## config.mk

```make
export PLATFORM = sky130hd
export DESIGN_NAME = cp_fetch_ctrl
export DESIGN_NICKNAME = d
export VERILOG_FILES = /design/src/rtl/cp_fetch_ctrl.sv
export SDC_FILE = /design/constraint.sdc
export NUM_CORES = 1
export LEC_CHECK = 0
export BUFFER_PORTS_ARGS = -buffer_cell sky130_fd_sc_hd__buf_2
export CORE_MARGIN = 1
export CORE_UTILIZATION = 35
export DETAILED_ROUTE_END_ITERATION = 6
export GPL_TIMING_DRIVEN = 0
export PLACE_DENSITY = 0.61
export SLEW_MARGIN = 25
export SYNTH_ARGS = -nofsm -noshare
export SYNTH_HDL_FRONTEND = slang
export SYNTH_SLANG_ARGS = --single-unit
```

## constraint.sdc

```tcl
create_clock -name clk_i -period 4.4 [get_ports clk_i]
set_clock_uncertainty 0.15 [all_clocks]
set_input_delay 0.66 -clock clk_i [delete_from_list [all_inputs] [get_ports clk_i]]
set_output_delay 0.66 -clock clk_i [all_outputs]
set_load 0.01 [all_outputs]
```

## src/rtl/cp_fetch_ctrl.sv

```systemverilog
// cp_fetch_ctrl: single-outstanding instruction fetch FSM feeding a 2-entry {instr, pc} FIFO with redirect flush
module cp_fetch_ctrl #(
  parameter logic [31:0] RESET_PC = 32'h0000_0000
) (
  input  logic        clk_i,
  input  logic        rst_i,
  output logic        imem_req_o,
  output logic [31:0] imem_addr_o,
  input  logic        imem_gnt_i,
  input  logic        imem_rvalid_i,
  input  logic [31:0] imem_rdata_i,
  input  logic        redirect_i,
  input  logic [31:0] redirect_pc_i,
  output logic        instr_valid_o,
  input  logic        instr_ready_i,
  output logic [31:0] instr_data_o,
  output logic [31:0] instr_pc_o
);
  typedef enum logic [1:0] {IDLE, REQ, WAIT, FLUSH} state_t;
  state_t state, state_n;
  logic [31:0] pc, pc_n, tag, tag_n, target;
  logic [31:0] fifo_data [2];
  logic [31:0] fifo_pc [2];
  logic rd_ptr, wr_ptr, gnt, push, pop, redir;
  logic [1:0] count;
  assign target = redirect_pc_i & ~32'h3;
  assign redir = redirect_i && state != IDLE;
  assign imem_req_o = !rst_i && state == REQ && count != 2'd2;
  assign imem_addr_o = rst_i ? RESET_PC : pc;
  assign gnt = imem_req_o && imem_gnt_i;
  assign push = state == WAIT && imem_rvalid_i && !redirect_i;
  assign instr_valid_o = !rst_i && count != 2'd0 && !redirect_i;
  assign pop = instr_valid_o && instr_ready_i;
  assign instr_data_o = rst_i ? '0 : fifo_data[rd_ptr];
  assign instr_pc_o = rst_i ? '0 : fifo_pc[rd_ptr];
  always_comb begin
    state_n = state;
    pc_n = redir ? target : pc;
    tag_n = tag;
    case (state)
      IDLE: state_n = REQ;
      REQ: begin
        state_n = gnt ? (redir ? FLUSH : WAIT) : REQ;
        tag_n = gnt && !redir ? pc : tag;
        pc_n = redir ? target : gnt ? pc + 32'd4 : pc;
      end
      WAIT: state_n = imem_rvalid_i ? REQ : redir ? FLUSH : WAIT;
      FLUSH: state_n = imem_rvalid_i ? REQ : FLUSH;
      default: state_n = IDLE;
    endcase
  end
  always_ff @(posedge clk_i) begin
    if (rst_i) begin
      state <= IDLE;
      pc <= RESET_PC;
      tag <= '0;
      count <= '0;
      rd_ptr <= 1'b0;
      wr_ptr <= 1'b0;
      for (int i = 0; i < 2; i++) begin
        fifo_data[i] <= '0;
        fifo_pc[i] <= '0;
      end
    end else begin
      state <= state_n;
      pc <= pc_n;
      tag <= tag_n;
      if (redir) begin
        count <= '0;
        rd_ptr <= 1'b0;
        wr_ptr <= 1'b0;
      end else begin
        count <= count + {1'b0, push} - {1'b0, pop};
        if (pop) rd_ptr <= ~rd_ptr;
        if (push) begin
          fifo_data[wr_ptr] <= imem_rdata_i;
          fifo_pc[wr_ptr] <= tag;
          wr_ptr <= ~wr_ptr;
        end
      end
    end
  end
endmodule

```

== After elaboration in Yosys (flattened, before gate mapping) ==
Memories as Yosys holds them, arrays and structs flattened. A register that Yosys moved wholly into a read port is not among the register bits.
Cells that the tools add are included.

* Add/subtract/negate cells: 3
* $mul: 0
* Divide/modulo/power cells: 0
* Magnitude comparators: 0
* Equal/unequal tests: 4
* Shift-type cells: 0
* Mux-type cells: 28
* Bitwise operators: 2
* Reductions and logical operators: 23

{| class="wikitable"
|+ Operators with widths
! operator !! count
|-
| two-way mux 32 bit || 9
|-
| OR reduction 32 bit || 2
|-
| adder 32 x 3 -> 32 bit (second input constant) || 1
|-
| two-way mux 1 bit || 15
|-
| logical AND 1 bit || 10
|-
| one-hot mux 2 bit (4 select lines) || 1
|-
| nonzero test 2 bit || 4
|-
| two-way mux 2 bit || 3
|-
| equality test 2 bit (second input constant) || 2
|-
| AND reduction 2 bit || 2
|-
| zero test 1 bit || 3
|-
| adder 2 x 1 -> 2 bit || 1
|-
| equality test 2 x 1 -> 1 bit (second input constant) || 1
|-
| zero test 2 bit || 1
|-
| inequality test 2 bit (second input constant) || 1
|-
| NOT 1 bit || 2
|-
| OR reduction 2 bit || 1
|-
| subtractor 2 x 1 -> 2 bit || 1
|}

* Register bits after elaboration: 70
* Latch bits: 0
* Bits in writable memories: 128
* Memory bits (read-only): 0
* Output and inout port bits: 98
* Word-level logic and storage cells: 68
* Memories kept: 2

{| class="wikitable"
|+ Memories
! name !! depth !! width !! read ports !! clocked after memory_dff !! wr ports !! RTL line !! source
|-
| fifo_data || 2 || 32 || 1 || 1 || 2 || 22 || <nowiki>logic [31:0] fifo_data [2];</nowiki>
|-
| fifo_pc || 2 || 32 || 1 || 1 || 2 || 23 || <nowiki>logic [31:0] fifo_pc [2];</nowiki>
|}

== Logic depth before layout (Yosys ltp) ==
Gate-level depths: netlist of the first run.

* Word-level depth: 9
* Gate-level depth with buffers: 9

== Worst setup path after synthesis of the first run ==
OpenSTA, ideal clock, no wires.

* Kind: input to register
* From: in rst_i
* To: mem fifo_data[0][0], enable pin
* Library setup time: 0.430 ns
* Data arrival time: 2.761 ns
* Setup slack: 1.059 ns
* Stages: 3
* Path buffers: 2
* Cells stage by stage: clkbuf_1 clkbuf_1 nand2b_1

{| class="wikitable"
|+ RTL lines
! element !! RTL line !! source
|-
| start: declaration || 6 || <nowiki>input logic rst_i,</nowiki>
|-
| end: declaration || 22 ||
|}

== Worst setup path in the final report of the first run ==
* From: in rst_i
* To: out imem_req_o

* Longest elaborated chain between the ends: 3

{| class="wikitable"
|+ RTL lines
! element !! RTL line !! source
|-
| zero test 1 bit || 28 || <nowiki>assign imem_req_o = !rst_i && state == REQ && count != 2'd2;</nowiki>
|-
| logical AND 1 bit (2 in a row) || 28 ||
|-
| end: declaration || 7 || <nowiki>output logic imem_req_o,</nowiki>
|}

Every way passes these cells.

==> results of run 1 <==
area by class of cell:
type,instances,area [µm²]
Buffer,59,250
Clock buffer,19,443
Clock inverter,13,103
Fill cell,2476,14300
Inverter,4,15.0
Multi-Input combinational cell,571,3620
Sequential cell,191,5060
Tap cell,330,413
Timing Repair Buffer,163,861
cells in the mapped netlist (2+ instances only):
cell type,number
and2_1,131
a31o_2,2
a211oi_1,2
or4_1,4
and3_1,10
o32ai_1,2
mux2i_1,62
nand2b_1,8
clkbuf_1,35
nor4_1,4
buf_1,11
nor2b_1,31
ha_1,3
nor2_1,96
or3_1,5
buf_4,5
edfxtp_1,124
and4bb_2,2
o21ai_0,18
a32oi_1,2
nand3_2,2
nand4_1,9
a22oi_1,2
a311oi_1,2
nor3_1,9
a2bb2oi_1,2
nand2_1,38
buf_2,8
o2bb2ai_1,2
a21o_1,3
a311o_1,3
nand3_1,16
o21a_1,3
xnor2_1,2
dfxtp_1,67
a21oi_1,33
o211ai_1,6
a31oi_1,3
o22a_1,30
inv_1,4
through the flow:
step | hold slack (ns) | utilization, % | power (mW)
6_report | 0.334 | 42.9 | 3.79
5_1_grt | 0.349 | 42.9 | 3.95
4_1_cts | 0.321 | 42.9 | 3.84
3_5_place_dp | 0.314 | 40.7 | 2.39
3_3_place_gp | 0.315 | 40.4 | 2.38
2_1_floorplan | 0.293 | - | 2.24
how the worst max path moves through the flow:
stage               depth (start not counted)  start               to
global placement                            4  rst_i  fifo_data[1][0]
detailed placement                          6  rst_i   instr_pc_o[31]
finish                                      6  rst_i       imem_req_o
CTS                                         6  rst_i   instr_pc_o[31]
floorplan                                   3  rst_i  fifo_data[0][0]
global route                                6  rst_i       imem_req_o
power breakdown:
| part | internal [mW] | switching (mW) |
|---|---|---|
| Clock | 0.752 | 0.697 |
| Combinational | 0.127 | 0.196 |
| Sequential | 1.97 | 0.0465 |
| Total | 2.85 | 0.940 |
routing by layer:
metal | GRT usage [%] | up-vias | part of all wire [%]
met5 | 0 | - | 0
met4 | 4.63 | 0 | 1.1
met3 | 3.29 | 18 | 5.7
met2 | 28.2 | 213 | 47
met1 | 24.0 | 3090 | 46
li1 | - | 3292 | -
registers in the layout (all words and copies together) (netlist names), named ones only:
register / count
fifo_data: 64
fifo_pc: 60
pc: 30
tag: 30
count: 2
state: 2
rd_ptr: 1
wr_ptr: 1
kinds of logic (layout without fill, tap and decap cells):
group / count (synthesis) / count (layout) / share of synthesized area, %
compound gates: 122 / 122 / 9.56
xor+xnor: 3 / 3 / 0.294
fa+ha+maj: 3 / 3 / 0.421
buf+inv: 63 / 258 / 2.97
flops: 191 / 191 / 56.7
mux: 63 / 63 / 7.08
other cells: 1 / 4 / 0.0420
simple gates: 376 / 376 / 22.9
==> metrics, run 1 <==
WP buf/inv=5; Lkg Pwr=roughly 4.3 nW; final antenna-violating net count=0; critical path type=input pin to output pin; Post-synth EDFFs=roughly 120; most frequent cells in the layout=buf_2, and2_1, edfxtp_1; initial antenna violation count=0; final hold vios=0; Die W=between 150 and 200 µm; CTS resizes=0; Slew @ Worst Pin=0.789 ns; Pwr Density=roughly 350 mW/mm²; sequential element share of the synthesized area=between 50% and 60%; Congestion Overflow GR=0; Row Count=58; outcome=finished, final reports clean; top cells by area, synth=edfxtp_1, dfxtp_1, and2_1; Worst EP required=~3.6 ns; first-pass GRT wire length=between 30 and 40 mm; number of vias per cell=approximately 4.9; Post-Layout Cell Count=1,350; FMAX=280 MHz; drt wl/cell=about 17 µm; Antenna Cells=0; Max Transition Viols Final=0; vias in the first global route=~6.3k; postcts setup bufs=0; CP max-delay cell=clkbuf_1; CP Capture Type=output pin; placed cell area=0.0102 mm²; Arr. time, crit path=2.76 ns; Detailed Route WL=22.3 mm; FF-to-FF End=fifo_data[0][21]; worst relative slew slack=a little under half; Post-Syn Instances=822; gr usage total=between 10% and 20%; hold_sp=pc[31]; # port buffers=between 150 and 200; initial drt markers=approximately 320; max-cap viol count=0; setup ws final=between 0.8 and 0.9 ns; HP Class=register to register; largest net degree at the start of global routing=42; flops & latches, synth=between 150 and 200; Initial Util=a little over a third; cell accounting for the most synthesized area=edfxtp_1; Worst Hold End=pc[31]; Syn-to-layout area delta=20.7%; routed vias=6,613; Async SR Flop Fraction=0%; setup violators final=0; Syn Area/Cell=between 10 and 15 µm²; H-tree Lvls=4; placed insts=1,318; Chip Height=roughly 160 µm; Hold Path Stages=1; I/O Pins=168; Worst R2R Start=state[1]; Mapped Area=approximately 0.0089 mm²; Final Cell Area=0.0108 mm²; crit-path max cell delay=a little under 0.6 ns; nets=approximately 1.1k; Worst-path clk slew=roughly 0.07 ns; RSZ-0062 raised after global routing=false; maximum vdd drop=198 µV; CP Cell Sequence=buf_2 -> clkbuf_1 -> clkbuf_1 -> buf_1 -> nor2_1 -> buf_2; clk buf depth=2; die area=approximately 0.026 mm²; commonest non-fill, non-tap cell in the layout=buf_2; dominant synthesized flop cell=edfxtp_1; GPL Wtd Cong=between 0.9 and 1; r2r setup slk=between 1.5 and 2 ns; hold buffers post-CTS=0; FF-to-FF path depth=5; CP Launch Type=input pin; worst skew pair latency=0.43 ns; CTS tree=done; critical path fanouts, max=10; Sink Count=191; Yosys top cell area share=about two fifths; Post-DP HPWL=around 16 mm; Placement Setup Slack=0.774 ns; layout cell share with drive strength beyond 1=21.9%; count of cell types in the netlist=slightly above 60; CP delay by family, top=buffers and inverters; Clock Tree Root=clkbuf_16; core area=0.0251 mm²; Pre-antenna DRT Iters=5; Tmin final=between 3 and 4 ns; yosys warns=0; Fin Setup TNS=0 ns; cts bufs inserted=17; drc violations=0; Final period util=81.2%
Note: power is estimated with default switching activity, not from simulation.
==> run 2: changes to the inputs <==
ABC_AREA = 1   (was default)
PLACE_DENSITY = 0.6   (was 0.61)
clock period = 3.5 ns   (was 4.4 ns; I/O delays follow)
==> metrics, run 2 <==
main combinational cell family by area after synthesis=simple AND/OR/NAND/NOR gates; Post-Syn Instances=approximately 1.1k; r2r setup slk=roughly 1.1 ns; hold buffers post-CTS=0; Hold Path Stages=3; FF-to-FF path depth=7; simple-gate share of the synthesized area=24.4%; Worst-path clk slew=around 0.07 ns; CTS resizes=0; Clock Tree Root=clkbuf_16; final hold vios=0; drc violations=0; # port buffers=160; first-pass GRT wire length=39.9 mm; Max Transition Viols Final=0; CTS tree=done; met1 Resource Use GR=between 20% and 30%; crit-path max cell delay=just over 0.5 ns; Detailed Route WL=about 26 mm; setup violators final=0; initial drt markers=between 700 and 800; routed vias=just under 8k; number of flip-flops under the largest register name=64; I/O Pins=~170; hold_sp=redirect_pc_i[7]; Chip Height=164 µm; Sink Count=between 150 and 200; Reg power frac=around 53%; CP Launch Type=register; number of fill cells=~2.7k; placed cell area=around 0.010 mm²; largest net degree at the start of global routing=36; number of vias per cell=~4.7; Largest regs=fifo_data x64, fifo_pc x60; Post-synth EDFFs=approximately 120; critical path type=register to output pin; cts bufs inserted=17; worst skew pair latency=~0.43 ns; Pwr Density=435 mW/mm²; most common cell in the synthesized netlist=nor2_1; met3 usage=3.16%; drt wl/cell=between 15 and 20 µm; Final Cell Area=0.0110 mm²; Row Count=between 50 and 60; commonest non-fill, non-tap cell in the layout=nor2_1; Yosys top cell area share=40.4%; Worst EP required=between 2 and 3 ns; GPL Wtd Cong=0.943; Tmin final=between 2 and 3 ns; initial antenna violation count=0; final antenna-violating net count=0; HP Class=input pin to register; die area=approximately 0.027 mm²; most frequent cells after synthesis=nor2_1, nand2_1, edfxtp_1, inv_1, o21ai_0; outcome=finished, final reports clean; FMAX=between 300 and 400 MHz; post-layout util=42.6%; sequential element share of the synthesized area=between 50% and 60%; CP Cell Sequence=clkbuf_1 -> inv_2 -> clkbuf_1 -> nor2_1 -> nor2_1 -> buf_2; clk buf depth=2; layout cell share with drive strength beyond 1=20.1%; vias in the first global route=approximately 7.3k; Final period util=81.0%; Worst R2R Start=state[0]; nets=roughly 1.4k; flops & latches, synth=191; Lkg Pwr=around 4.8 nW; Syn Area/Cell=roughly 8.2 µm²; Logic pwr share=9.1%; gr usage total=about a fifth; Syn-to-layout area delta=19.9%; cell accounting for the most synthesized area=edfxtp_1; top cells by area, synth=edfxtp_1, dfxtp_1, nor2_1; Post-DP HPWL=roughly 19 mm; RSZ-0062 raised after global routing=false; Mapped Area=0.00921 mm²; dominant synthesized flop cell=edfxtp_1; CP Capture Type=output pin; postcts setup bufs=0; Pre-antenna DRT Iters=5; switching power=roughly 1.2 mW; H-tree Lvls=4; post-synthesis adder-cell area fraction=less than 1%; Antenna Cells=0; Multi-input gate area=between 0.003 and 0.004 mm²; GRT met2 Usage=32.6%; CP max-delay cell=clkbuf_1; count of cell types in the netlist=38; Fin Setup TNS=0 ns; most flop-heavy register=fifo_data; core area=approximately 0.026 mm²; switch share=between 20% and 30%; FF/Latch Area=about 0.0051 mm²; Hold Slack=~0.23 ns; Slew @ Worst Pin=0.676 ns; critical path fanouts, max=10; Arr. time, crit path=approximately 2.2 ns; compound-gate portion of the synthesized area=between 10% and 20%; yosys warns=0; post-synthesis mux area share=less than 1%; Congestion Overflow GR=0; max-cap viol count=0; Post-Synth XOR/XNOR Area=less than 1%; Die W=around 160 µm; most frequent cells in the layout=nor2_1, buf_2, nand2_1; Async SR Flop Fraction=0%; internal power=between 3 and 4 mW; Clock Power Share=a little under two fifths; gr busiest metal=met2; Final Power=4.80 mW; worst relative slew slack=between 50% and 60%; Initial Util=between 30% and 40%; maximum vdd drop=between 200 and 300 µV
==> run 2: through the flow <==
| stage | setup slack [ns] | instances |
|---|---|---|
| after floorplan | 0.326 | 1133 |
| after global placement | -0.895 | 1628 |
| after detailed placement | 0.668 | 1630 |
| after CTS | 0.589 | 1661 |
| after global routing | 0.485 | 1661 |
| final | 0.665 | 1661 |
==> run 2: path summary, 6_finish.rpt <==
| path | endpoint |
|---|---|
| max | instr_pc_o[17] |
| min | pc[7] |
| max reg2reg | fifo_data[1][14] |
| min reg2reg | tag[4] |
==> run 2: final cells by class <==
| cell class | count | area share [%] |
|---|---|---|
| Sequential cell | 191 | 45.9 |
| Multi-Input combinational cell | 749 | 30.0 |
| Timing Repair Buffer | 162 | 7.62 |
| Inverter | 131 | 4.45 |
| Clock buffer | 18 | 3.89 |
| Tap cell | 335 | 3.80 |
| Buffer | 62 | 3.32 |
| Clock inverter | 13 | 1.03 |
==> run 2: worst max-delay path: cells and delay by family (launching register included) <==
family        cells  cell delay, ns
simple gates      2            0.22
buf+inv           4            1.20
flops             1            0.31
==> run 2: routing by layer <==
layer | vias to the layer above | wire (µm)
met3 | 26 | 1540
li1 | 3973 | -
met5 | - | 0
met1 | 3569 | 11900
met2 | 275 | 12000
met4 | 0 | 378
==> run 2: power groups by stage <==
stage	Sequential, mW	Combinational (mW)	Clock (mW)
after floorplan	2.57	0.260	0
after global placement	2.59	0.426	0
after detailed placement	2.59	0.438	0
after CTS	2.54	0.440	1.85
after global routing	2.55	0.490	1.94
final	2.54	0.437	1.82
==> run 2: kinds of logic (layout without fill, tap and decap cells) <==
logic type                 after synthesis  in the layout
AOI/OAI and AO/OA                      179            179
xor gates and xnor gates                 3              3
adders and majority gates                3              3
buffers and inverters                  193            386
DFF                                    191            191
muxes                                    1              1
other                                    1              4
and+or+nand+nor                        559            559
==> run 3: changes to the inputs <==
clock period = 2.89 ns   (was 3.5 ns; I/O delays follow)
==> metrics, run 3 (synthesis results as in run 2) <==
outcome=finished, final reports clean; nets=~1.4k; critical path fanouts, max=10; worst relative slew slack=between 50% and 60%; Die W=about 160 µm; max-cap viol count=0; die area=approximately 0.027 mm²; number of flip-flops under the largest register name=64; WP buf/inv=3; GPL Wtd Cong=0.941; CTS tree=done; routed vias=around 7.8k; Max Transition Viols Final=0; number of fill cells=between 2k and 3k; Post-DP HPWL=~19 mm; Detailed Route WL=around 26 mm; maximum vdd drop=317 µV; setup ws final=approximately 0.26 ns; Worst EP required=roughly 2.3 ns; Largest regs=fifo_data x64, fifo_pc x60; # port buffers=160; initial antenna violation count=0; Tmin final=about 2.6 ns; drc violations=0; core area=0.0259 mm²; CP Launch Type=register; CP Capture Type=output pin; worst skew pair latency=around 0.43 ns; CP Cell Sequence=inv_2 -> clkbuf_1 -> nor2_1 -> nor2_1 -> buf_2; Multi-input gate area=between 0.003 and 0.004 mm²; critical path type=register to output pin; Worst Hold End=pc[7]; cell mode on critical path=nor2_1; vias in the first global route=between 7k and 8k; CTS resizes=0; layout cell share with drive strength beyond 1=approximately a fifth; gr usage total=around a fifth; most flop-heavy register=fifo_data; clk buf depth=2; Worst-path clk slew=approximately 0.070 ns; Pwr Density=543 mW/mm²; Arr. time, crit path=2.05 ns; Chip Height=approximately 160 µm; Antenna Cells=0; setup violators final=0; Syn-to-layout area delta=20.6%; Hold Slack=around 0.13 ns; CP delay by family, top=buffers and inverters; Row Count=a little under 60; number of vias per cell=around 4.7; Initial Util=35.5%; CP max-delay cell=dfxtp_1; FF-to-FF End=fifo_data[1][14]; post-layout util=roughly 43%; crit-path max cell delay=about 0.50 ns; RSZ-0062 raised after global routing=false; FF-to-FF path depth=7; critical path depth=5; FMAX=380 MHz; Sink Count=about 190; Pre-antenna DRT Iters=5; postcts setup bufs=0; final antenna-violating net count=0; Lkg Pwr=~4.8 nW; Congestion Overflow GR=0; drt wl/cell=15.4 µm; r2r setup slk=0.37 ns; largest net degree at the start of global routing=37; Final period util=91.1%; Clock Tree Root=clkbuf_16; Placement Setup Slack=around 0.094 ns; H-tree Lvls=4; Worst R2R Start=state[0]; first-pass GRT wire length=between 30 and 40 mm; Slew @ Worst Pin=between 0.6 and 0.7 ns; FF/Latch Area=~0.005 mm²; initial drt markers=approximately 680; hold buffers post-CTS=0; HP Class=input pin to register; final hold vios=0; Hold Path Stages=3; I/O Pins=around 170; hold_sp=redirect_pc_i[7]; commonest non-fill, non-tap cell in the layout=nor2_1; most frequent cells in the layout=nor2_1, buf_2, nand2_1; cts bufs inserted=17
run 3: where the power goes:
part	internal, mW	switching, mW
sequential	3.00	0.0761
combinational	0.180	0.345
clock	1.39	1.04
total	4.57	1.46
run 3: how the worst max path moves through the flow:
| stage | startpoint | endpoint | slack (ns) |
|---|---|---|---|
| 2_1_floorplan | rst_i | fifo_data[1][0] | 0.41 |
| 3_3_place_gp | rst_i | fifo_pc[1][18] | -0.46 |
| 3_5_place_dp | rst_i | fifo_data[1][25] | 0.09 |
| 4_1_cts | register | instr_pc_o[23] | 0.02 |
| 5_1_grt | register | instr_pc_o[23] | 0.06 |
| 6_report | register | instr_pc_o[23] | 0.26 |
run 3: tightest hold or removal path: stages:
cell	delay, ns
buf_2	0.08
o2111ai_1	0.11
nand2_1	0.06
run 3: area by class of cell:
| type | count | area share [%] |
|---|---|---|
| multi-input cells | 749 | 29.8 |
| clock buffers | 22 | 4.38 |
| repair buffers | 162 | 7.57 |
| flip-flops and latches | 191 | 45.6 |
| inverters | 131 | 4.43 |
| clock inverters | 10 | 1.14 |
| well taps | 335 | 3.77 |
| plain buffers | 61 | 3.27 |
run 3: stage by stage:
stage	TNS [ns]	area (µm²)	total power [mW]	cells
2_1_floorplan	0	9230	3.42	1133
3_3_place_gp	-50.42	10400	3.65	1628
3_5_place_dp	0	10500	3.66	1630
4_1_cts	0	11100	6.08	1662
5_1_grt	0	11100	6.26	1661
6_report	0	11100	6.04	1661
run 3: layer usage:
layer / track usage, % / vias up / wire length (µm)
li1: - / 3969 / -
met1: 26.3 / 3561 / 11900
met2: 32.3 / 265 / 11900
met3: 3.18 / 26 / 1530
met4: 5.93 / 0 / 392
met5: 0 / - / 0
